--- config.mk ---
export PLATFORM = sky130hd
export DESIGN_NAME = seg_display_arbiter
export DESIGN_NICKNAME = d
export VERILOG_FILES = /design/src/rtl/seg_display_arbiter.sv
export SDC_FILE = /design/constraint.sdc
export NUM_CORES = 1
export LEC_CHECK = 0
export ABC_AREA = 1
export ABC_CLOCK_PERIOD_IN_PS = 2800
export CORE_MARGIN = 2
export CORE_UTILIZATION = 56
export DETAILED_ROUTE_END_ITERATION = 6
export PLACE_DENSITY = 0.84
export RECOVER_POWER = 100
export SLEW_MARGIN = 10
export SYNTH_ARGS = -nofsm -noshare
export SYNTH_HDL_FRONTEND = slang
export SYNTH_SLANG_ARGS = --single-unit
--- constraint.sdc ---
create_clock -name clk -period 2.8 [get_ports clk]
set_input_delay 0.56 -clock clk [delete_from_list [all_inputs] [get_ports clk]]
set_output_delay 0.56 -clock clk [all_outputs]
set_load 0.005 [all_outputs]
--- src/rtl/seg_display_arbiter.sv ---
// Nexys3 4-digit seven-segment scan with A/B source arbitration.
// Background A is shown continuously; B overlays it for a timed hold.
module seg_display_arbiter #(
  parameter int SCAN_DIV   = 50000,
  parameter int HOLD_TICKS = 2000
) (
  input  logic        clk,
  input  logic        rst,
  input  logic [15:0] a_val,
  input  logic        b_req,
  input  logic [15:0] b_val,
  output logic        b_ack,
  output logic        src,
  output logic [7:0]  seg,
  output logic [3:0]  an
);

  localparam int PW = (SCAN_DIV > 1) ? $clog2(SCAN_DIV) : 1;
  localparam int HW = $clog2(HOLD_TICKS + 1);
  localparam logic [PW-1:0] PMAX  = PW'(SCAN_DIV - 1);
  localparam logic [HW-1:0] HLOAD = HW'(HOLD_TICKS);
  localparam logic [HW-1:0] HONE  = HW'(1);

  typedef enum logic {
    SHOW_A,
    SHOW_B
  } state_t;

  state_t        state_q, state_d;
  logic [HW-1:0] hcnt_q, hcnt_d;
  logic [PW-1:0] pcnt;
  logic          tick;
  logic          capture;
  logic [1:0]    idx, idx_nx;
  logic [15:0]   frame, hold_reg;
  logic [15:0]   frame_ld, digit_src;
  logic [3:0]    nib;

  function automatic logic [7:0] hex7(input logic [3:0] v);
    logic [7:0] s;
    unique case (v)
      4'h0: s = 8'hC0;
      4'h1: s = 8'hF9;
      4'h2: s = 8'hA4;
      4'h3: s = 8'hB0;
      4'h4: s = 8'h99;
      4'h5: s = 8'h92;
      4'h6: s = 8'h82;
      4'h7: s = 8'hF8;
      4'h8: s = 8'h80;
      4'h9: s = 8'h90;
      4'hA: s = 8'h88;
      4'hB: s = 8'h83;
      4'hC: s = 8'hC6;
      4'hD: s = 8'hA1;
      4'hE: s = 8'h86;
      default: s = 8'h8E;
    endcase
    return s;
  endfunction

  assign tick    = (pcnt == PMAX);
  assign capture = b_req & ~b_ack;
  assign idx_nx  = idx + 2'd1;
  assign src     = (state_q == SHOW_B);

  always_ff @(posedge clk or posedge rst) begin
    if (rst) begin
      pcnt <= '0;
    end else if (tick) begin
      pcnt <= '0;
    end else begin
      pcnt <= pcnt + PW'(1);
    end
  end

  // A new capture always wins over an expiring hold.
  always_comb begin
    state_d = state_q;
    hcnt_d  = hcnt_q;
    unique case (state_q)
      SHOW_A: begin
        if (capture) begin
          state_d = SHOW_B;
          hcnt_d  = HLOAD;
        end
      end
      SHOW_B: begin
        if (capture) begin
          hcnt_d = HLOAD;
        end else if (tick) begin
          hcnt_d = hcnt_q - HONE;
          if (hcnt_q == HONE) begin
            state_d = SHOW_A;
          end
        end
      end
      default: state_d = SHOW_A;
    endcase
  end

  always_ff @(posedge clk or posedge rst) begin
    if (rst) begin
      state_q <= SHOW_A;
      hcnt_q  <= '0;
    end else begin
      state_q <= state_d;
      hcnt_q  <= hcnt_d;
    end
  end

  assign frame_ld  = src ? hold_reg : a_val;
  assign digit_src = (idx_nx == 2'd0) ? frame_ld : frame;

  always_comb begin
    nib = digit_src[3:0];
    unique case (idx_nx)
      2'd0: nib = digit_src[3:0];
      2'd1: nib = digit_src[7:4];
      2'd2: nib = digit_src[11:8];
      2'd3: nib = digit_src[15:12];
      default: nib = digit_src[3:0];
    endcase
  end

  // Frame is latched only at digit 0 so one scan never mixes values.
  always_ff @(posedge clk or posedge rst) begin
    if (rst) begin
      idx      <= 2'd3;
      frame    <= '0;
      hold_reg <= '0;
      b_ack    <= 1'b0;
      an       <= 4'b1111;
      seg      <= 8'hFF;
    end else begin
      b_ack <= capture;
      if (capture) begin
        hold_reg <= b_val;
      end
      if (tick) begin
        idx <= idx_nx;
        an  <= ~(4'b0001 << idx_nx);
        seg <= hex7(nib);
        if (idx_nx == 2'd0) begin
          frame <= frame_ld;
        end
      end
    end
  end

endmodule
# Word-level counts from Yosys, hierarchy flattened
# Memory sizes are Yosys's and may differ from the RTL's. A register that Yosys moved wholly into a read port is not among the register bits.
# Cells that the tools add are included.
# op_classes
n_eq_ne	7
addsub	3
mux	13
n_bitwise	4
n_reduce_logical	2
shift	1
# ops
cell	n
16-bit 2-to-1 mux	3
11-bit 2-to-1 mux	3
11-bit case mux with 2 select lines	1
16-bit by 1-bit adder with 16-bit output, second input constant	1
16-bit == test, second input constant	1
4-bit case mux with 4 select lines	1
11-bit by 1-bit == test with 1-bit output, second input constant	1
11-bit by 1-bit subtractor with 11-bit output, second input constant	1
2-bit == test, second input constant	2
1-bit 2-to-1 mux	4
4-bit NOT	1
1-bit by 2-bit << shifter with 4-bit output, first input constant	1
3-bit by 1-bit != test with 1-bit output, second input constant	1
2-bit by 1-bit adder with 2-bit output, second input constant	1
2-bit by 1-bit == test with 1-bit output, second input constant	1
2-bit zero test	1
2-bit != test, second input constant	1
1-bit NOT	2
1-bit case mux with 2 select lines	1
2-bit AND reduction	1
1-bit bitwise AND	1
# word_totals
in_bits	35
ff_bits	75
memories	1
out_inout_bits	14
rom_bits	112
# memory_table
name	depth	word_bits	rd	rd_ports_with_merged_regs	write_ports	line	rtl
(no name shown)	16	7	1	1	0	41	unique case (v)

# Logic depth before layout (Yosys ltp)
# Gate-level depths: netlist (run 1).
# depth
ltp_word	5
ltp_mapped	16
ltp_nobuf	14

# Worst setup path before layout (run 1)
# No wires, ideal clock.
# synth_path
path_kind	register to register
start	reg idx[0]
end	reg seg[3]
slack_ps	702
path_stages_with_launch	17
setup_time_ps	60
n_path_buf	3
arrival_ps	2038
cell_sequence	dfstp_2 -> ha_1 -> buf_6 -> buf_6 -> buf_6 -> nor2_1 -> a21oi_1 -> nand2_1 -> o21ai_2 -> ha_1 -> inv_1 -> nand3_1 -> nand2_1 -> nand2_1 -> nand2_1 -> nand2_1 -> nand2_1
# synth_via
elab_chain_len	4
word_cells_on_any_way	7
# synth_lines
item	line	rtl
from (decl)	34	logic [1:0] idx, idx_nx;
from (signal assigned)	141	idx <= idx_nx;
2-bit by 1-bit adder with 2-bit output (*)	64	assign idx_nx = idx + 2'd1;
2-bit zero test	113, 117	
16-bit 2-to-1 mux	n/a	
4-bit case mux with 4 select lines (*)	117	unique case (idx_nx)
to (decl)	14	output logic [7:0] seg,
# Mark *: on every way between the ends. The rest lies on a longest branch, timed or not.
# A chain may end at the register's enable or synchronous reset.

# Worst setup path in the final report (run 1)
# layout_path
start	reg state_q (netlist: src)
end	reg seg[3]
# layout_via
elab_chain_len	3
# layout_lines
item	line	rtl
from (decl)	29	state_t state_q, state_d;
from (signal assigned)	107	state_q <= state_d;
16-bit 2-to-1 mux	112	assign frame_ld = src ? hold_reg : a_val;
16-bit 2-to-1 mux	n/a	
4-bit case mux with 4 select lines	117	
# No other way between the ends.

==> results of run 1 <==
-- critical path: stages, from the launching register on --
cell	delay (ns)
dfrtp_1	0.33
clkbuf_2	0.38
inv_2	0.26
nand2_1	0.12
nand3_1	0.11
nand3_1	0.13
nand2_1	0.08
o21ai_2	0.28
inv_1	0.14
ha_1	0.25
nand3_2	0.11
nand2_1	0.07
nand2_1	0.05
nand2_1	0.04
nand2_1	0.05
nand2_1	0.04
-- synthesized netlist by cell type (3+ instances only) --
master	number
nand2_1	174
clkbuf_1	7
xor2_1	8
nor2_1	27
nand2_4	3
inv_1	44
buf_6	4
dfrtp_1	61
a31oi_1	4
ha_1	14
o21ai_1	4
nor2_4	3
nor2_2	4
nand3_1	50
o211ai_1	4
or2_1	8
nand4_1	10
a21oi_1	11
o21ai_0	36
buf_2	4
buf_4	3
dfstp_2	13
nor3_1	7
nand2_2	6
o21ai_2	3
inv_2	8
-- worst paths after layout --
path                       startpoint   endpoint
min                           pcnt[0]    pcnt[0]
max reg2reg                       src     seg[3]
min reg2reg                   pcnt[0]    pcnt[0]
max                               src     seg[3]
max in group asynchronous         rst  frame[12]
min in group asynchronous         rst    pcnt[4]
-- where the power goes --
group          switching [mW]  internal [mW]  total (mW)
sequential             0.0194           1.10        1.12
clock                   0.447          0.326       0.772
combinational          0.0764         0.0687       0.145
-- cell families (layout without fill, tap and decap cells) --
family                     count (synthesis)  in the layout  share of synthesized area [%]
adders and majority gates                 14             14                           4.18
DFF                                       74             74                           44.5
xor gates and xnor gates                   9              9                           1.88
and+or+nand+nor                          301            301                           32.9
other                                      1              1                         0.0894
buffers and inverters                     70            123                           7.37
AOI/OAI and AO/OA                         66             66                           9.07
-- metrics by stage --
step / util [%] / area (um2) / setup WS, ns / hold slack, ns / power (mW)
2_1_floorplan: - / 4200 / 0.380 / 0.433 / 1.22
3_3_place_gp: 65.3 / 4740 / 0.461 / 0.452 / 1.29
3_5_place_dp: 65.3 / 4740 / 0.371 / 0.455 / 1.29
4_1_cts: 67.7 / 4910 / 0.347 / 0.465 / 2.06
5_1_grt: 67.0 / 4860 / 0.0775 / 0.482 / 2.12
6_report: 67.0 / 4860 / 0.289 / 0.459 / 2.04
-- layer usage --
layer / up-vias / share of wire [%]
met5: - / 0
met4: 0 / 1.5
met3: 10 / 4.9
met2: 109 / 48
met1: 1717 / 45
li1: 1823 / -
-- cell type report --
cell class                 instances  area, um2  area share [%]
tap                               99        124            2.55
timing repair buffer              55        515            10.6
inverter                          52        195            4.02
clock buffer                       9        124            2.55
multi-input combinational        391       1980            40.8
clock inverter                     7       52.6            1.08
sequential                        74       1870            38.4
==> run summary, run 1 <==
The number of cells on the worst hold path works out to 1. The worst path in the final design needs a cycle of 2.51 ns, including I/O delays and setup. The region available for standard cell placement spans 7250 um2. The cell sitting at the root of the clock tree is a clkbuf_8.

The most common cell after layout, fill and taps aside was nand2_1. The share of flip-flops with an asynchronous set or reset after synthesis was 100%. TritonCTS built the clock tree. For the initial antenna violation count, the log shows 0. Fraction of the cycle the final worst path needs: 89.7%. Setup repair after global routing left no endpoint under its margin. The cell taking the most area after synthesis is dfrtp_1. For the worst setup path, the data required time is 3.10 ns.

For the worst flop-to-flop path, the logic depth is 15. Routability-driven placement finished with a final weighted congestion of 0.895. The floorplan has 31 rows.

STA classifies the critical path startpoint as a flip-flop. The tools report the total DRC errors in the routed layout as 0. The sum of overflow across all layers after global routing came out at 0. Counting flops and latches in the post-synthesis netlist gives 74. In the routed layout, each cell is associated on average with a via count of 5.33. The count of endpoints failing setup in the final report was 0. Setup total negative slack on the finished layout was measured at 0 ns. Measured against its own limit, the worst slew margin works out to 27.1%. The synthesis-to-finish area growth works out to 15.9%. In the layout the commonest cells are 177 x nand2_1, 61 x dfrtp_1, 50 x nand3_1, 45 x inv_1, 37 x o21ai_0. Post-CTS repair timing setup buffer count: 0.

After clock tree synthesis, the repair step resized 0 gates. For this run, global-route usage on met1 was measured as 31.0%. The run finished with clean final reports.

The run gives 687 as the number of standard cells in the layout, taps in and fillers out. The most used routing layer is met2. Top fanout value on the critical path: 23. Yosys mapped the design onto 39 distinct sky130hd cell types.

In this run the horizontal extent of the chip is 90.6 um. In this run the remaining antenna-violating nets after routing total 0. In this run, placement finished with an instance count of 671. The count of buffers added on input and output ports is 47.

Dividing the detail-routed wire length by the instance count gives 13.5 um. The tools report the count of antenna diodes in the layout as 0. The count of flip-flops with a built-in enable after synthesis is 0.

A synthesized cell averages 7.84 um2. The filler cells instantiated in the layout total 624. Of the post-synthesis cell area, the dominant cell type holds 36.4%.

The detailed router finished its first iteration with 135 violations. In the synthesized netlist, the number of instances is 535. The final route contains 3659 vias. For met3 alone, demand over resource in global routing was 5.09%. The logs give 0.29 ns for the flop-to-flop setup slack and 5 for the total iterations of the first detailed-routing run. Clock latency on the worst-skew pair, taken at its later pin, is 0.36 ns.

The synthesized netlist occupies a cell area of 4200 um2. Number of failing hold endpoints at the final stage: 0. The worst setup path is captured at a flip-flop. Across every metal layer, demand over resource in global routing totals 24.3%.

The global-route wire length before repair is 16300 um, and the number of buffers inserted for hold repair after clock tree synthesis is 0. The maximum achievable frequency was 398 MHz; the post-synth net total was 584. The most used flip-flop cell after synthesis was dfrtp_1. In this run the vertical extent of the chip is 90.6 um. Met2 track demand over resource in global routing: 41.0%. The number of clock sinks seen by CTS is 74, and the maximum VDD drop is 0.000306 V.

The tools report the post-detailed-placement half-perimeter wirelength as 6670 um. The net count of the finished layout is 632. The power density relative to cell area came out at 420 nW/um2. No sink is reached through more buffers than the 2 on the longest clock path. In this run the static leakage power is 2.36 nW. The CTS H-tree depth came out at 3. Max-cap violations in this run came to 0. Yosys printed 0 warnings. Clock tree synthesis inserted a total of 9 buffers.

Ranked by total cell area, the synthesized netlist is headed by dfrtp_1 36%, nand2_1 16%, dfstp_2 8.1%. The via count of the first global-routing pass was 3598; the count of final max-slew check failures was 0. The worst hold path belongs to the class flip-flop to flip-flop.

At the pin with the least slew margin, the transition time is 1.09 ns. The post-route netlist has 10.4% of its cells at a drive strength greater than 1. The setup skew after layout was 0.0136 ns; the arrival time of data at the critical path endpoint was 2.81 ns.

After synthesis, flip-flops and latches occupy 44.5% of the total area. The die covers 8200 um2. The I/O pin total was 49.

The critical path is of the flip-flop to flip-flop type. Entering global routing, the biggest net connects 32 pins. The overall routed net length is 9310 um, and the starting density of the core is 57.8%. After clock tree synthesis, the clock-pin slew on the worst setup and hold paths is 0.08 ns.
Power figures use the tool's default switching activity.
==> run 2: changes to the inputs <==
REMOVE_ABC_BUFFERS = 1   (was default)
==> run 2 against run 1 <==
Against the previous run:
- clock power rose by 2%
- utilization up 0.086 points
- combinational power is essentially flat
- largest cell class unchanged
==> run summary, run 2 (synthesized netlist as in run 1, its figures left out) <==
The flow ran to the end, and the final reports show no timing, DRC or antenna violations. The tools report the initial antenna violation count as 0. Startpoint type of the worst setup path: a flip-flop. Buffers added to address setup during post-CTS repair amount to 0.

For the post-detailed-placement half-perimeter wirelength, the log shows 6350 um. The first global-routing pass estimated 15700 um of wire. Detail-routed net length per standard cell: 13.1 um. In this run, flip-flops and latches consume 54.7% of the power.

The die is 90.6 um tall. Weighted congestion reported at the end of routability-driven placement: 0.882. Ratio of cells with drive above 1 in the final layout: 9.90%.

The core box area came out at 7250 um2. The detailed router's first-iteration violation count is 159. The tools report the number of buffers inserted for hold repair after clock tree synthesis as 0. CTS saw 74 sinks. Global routing used 23.5% of the available tracks across all layers.

The run gives 0 as the number of failing hold endpoints at the final stage. Summed over all nets, the switching power comes to 0.483 mW. Among all stages on the critical path, the largest delay is contributed by dfstp_2.

TritonCTS built the clock tree. The root buffer selected by CTS is clkbuf_8. Hold is met by 0.468 ns.

For this design the ratio of total power to cell area is 422 nW/um2. The tools report the overall power of the completed layout as 2.05 mW. Of the total power, the clock network draws 38.3%. Measured on the finished design, the core utilization comes to 67.1%.

For this design the static power due to leakage is 2.36 nW. The tools report the number of buffers created by CTS as 9. Walking the worst path, the cells encountered are ha_1 -> buf_4 -> or2_1 -> nand3_1 -> nand2_1 -> nor2_1 -> nor2_1 -> ha_1 -> nand3_1 -> nand2_1 -> nand2_1 -> nand2_1 -> nand2_1 -> nand2_1.

The largest stage delay on the critical path was 0.57 ns. The initial utilization of the core area, before any placement, comes to 57.8%. For the worst setup path, the data required time is 3.09 ns. For the finished layout, the period the worst path requires is 2.40 ns. Per report_power, the combinational group accounts for 7.0% of the total. The kind of cell adding the most delay to the critical path was simple AND/OR/NAND/NOR gates.

Once the clock tree was built, the resizer swapped 0 gates to a different size. The net count of the finished layout is 630. The finished cells cover 4870 um2. The quantity of I/O buffers inserted on ports is 47.

Detailed-route via count: 3614. In this run the number of H-tree levels came out at 3. The count of final max-slew check failures is 0, and the pin count of the biggest net entering global routing is 62. Measured slew at the worst slew-check pin: 0.940 ns. 49 I/O pins were placed. The number of buffers and inverters on the critical path was 1; the total negative setup slack was 0 ns.

The worst-case IR drop observed on VDD is 0.000241 V. In this run the worst hold path is classified as flip-flop to flip-flop. The number of antenna diodes in the final layout is 0. Once placement finished, the instance area stood at 4730 um2. No sink is reached through more buffers than the 2 on the longest clock path. The initialized floorplan defines 31 standard-cell rows.

The top fanout value on the critical path is 17. The setup skew after layout is 0.00682 ns, and the arrival time of data at the critical path endpoint is 2.69 ns. For the overall routed net length, the log shows 8950 um. Headroom to the max-slew limit came out at 37.3%. After clock tree synthesis, the clock-pin slew on the worst setup and hold paths is 0.08 ns. The worst setup path is captured at a flip-flop. The latest clock arrival within the worst-skew pair is 0.34 ns. The worst setup path is of the flip-flop to flip-flop kind.

After detailed routing, the number of vias per cell comes to 5.28. Cell internal power was estimated by the tool at 1.57 mW. Across the run, the number of max-cap violations was 0. For this run, the detailed router's first-pass iteration total came to 5. The tools report the die area as 8200 um2. The switching share of power was 23.5%; the via count of the first global-routing pass was 3411. The logs give 0 for the total DRC errors in the routed layout and 0 for the count of endpoints failing setup in the final report.

The library cells used most frequently in the layout, excluding fill and tap cells, are 176 x nand2_1, 61 x dfrtp_1, 51 x nand3_1, 45 x inv_1, 38 x o21ai_0. Of the available clock period, the critical path in the final layout requires 85.7%. The horizontal extent of the die came out at 90.6 um. The area growth from synthesis to layout is 16.0%. Most common cell after layout, fill and taps aside: nand2_1. The total overflow left after global routing is 0.

The maximum achievable frequency is 417 MHz. By instance count, the cell type seen most on the critical path is nand2_1. Setup repair after global routing left no endpoint under its margin. Post-route antenna net violation count: 0.
==> run 2: layer usage <==
layer,global-route usage (%),share of wire (%),wire length (um)
met1,32.8,46,4150
met3,4.01,5.0,449
met4,8.46,1.7,154
met5,0,0,0
met2,37.1,47,4200
==> run 2: stage by stage <==
step | setup WS [ns] | cells
global placement | 0.409 | 669
global route | 0.127 | 685
CTS | 0.446 | 685
floorplan | 0.315 | 517
finish | 0.400 | 685
detailed placement | 0.373 | 669
==> run 2: power groups by stage <==
| stage | sequential, mW | clock [mW] | combinational, mW |
|---|---|---|---|
| floorplan | 1.14 | 0 | 0.0749 |
| global placement | 1.14 | 0 | 0.146 |
| detailed placement | 1.14 | 0 | 0.151 |
| CTS | 1.12 | 0.799 | 0.151 |
| global route | 1.13 | 0.855 | 0.165 |
| finish | 1.12 | 0.786 | 0.143 |
==> run 2: path summary, 6_finish.rpt <==
| path | end | depth (start not counted) | slack [ns] | startpoint |
|---|---|---|---|---|
| min in group asynchronous | hcnt_q[0] | 2 | 0.70 | rst |
| max in group asynchronous | hold_reg[12] | 3 | 0.84 | rst |
| worst max register to register | seg[3] | 14 | 0.40 | idx[0] |
| worst min-delay path | pcnt[0] | 1 | 0.47 | pcnt[0] |
| worst max-delay path | seg[3] | 14 | 0.40 | idx[0] |
| worst min register to register | pcnt[0] | 1 | 0.47 | pcnt[0] |
==> run 2: final cells by class <==
cell class | instances | area (um2)
Tap cell | 99 | 124
Fill cell | 617 | 2390
Multi-Input combinational cell | 391 | 1980
Clock inverter | 1 | 7.51
Sequential cell | 74 | 1870
Clock buffer | 15 | 176
Timing Repair Buffer | 53 | 512
Inverter | 52 | 195
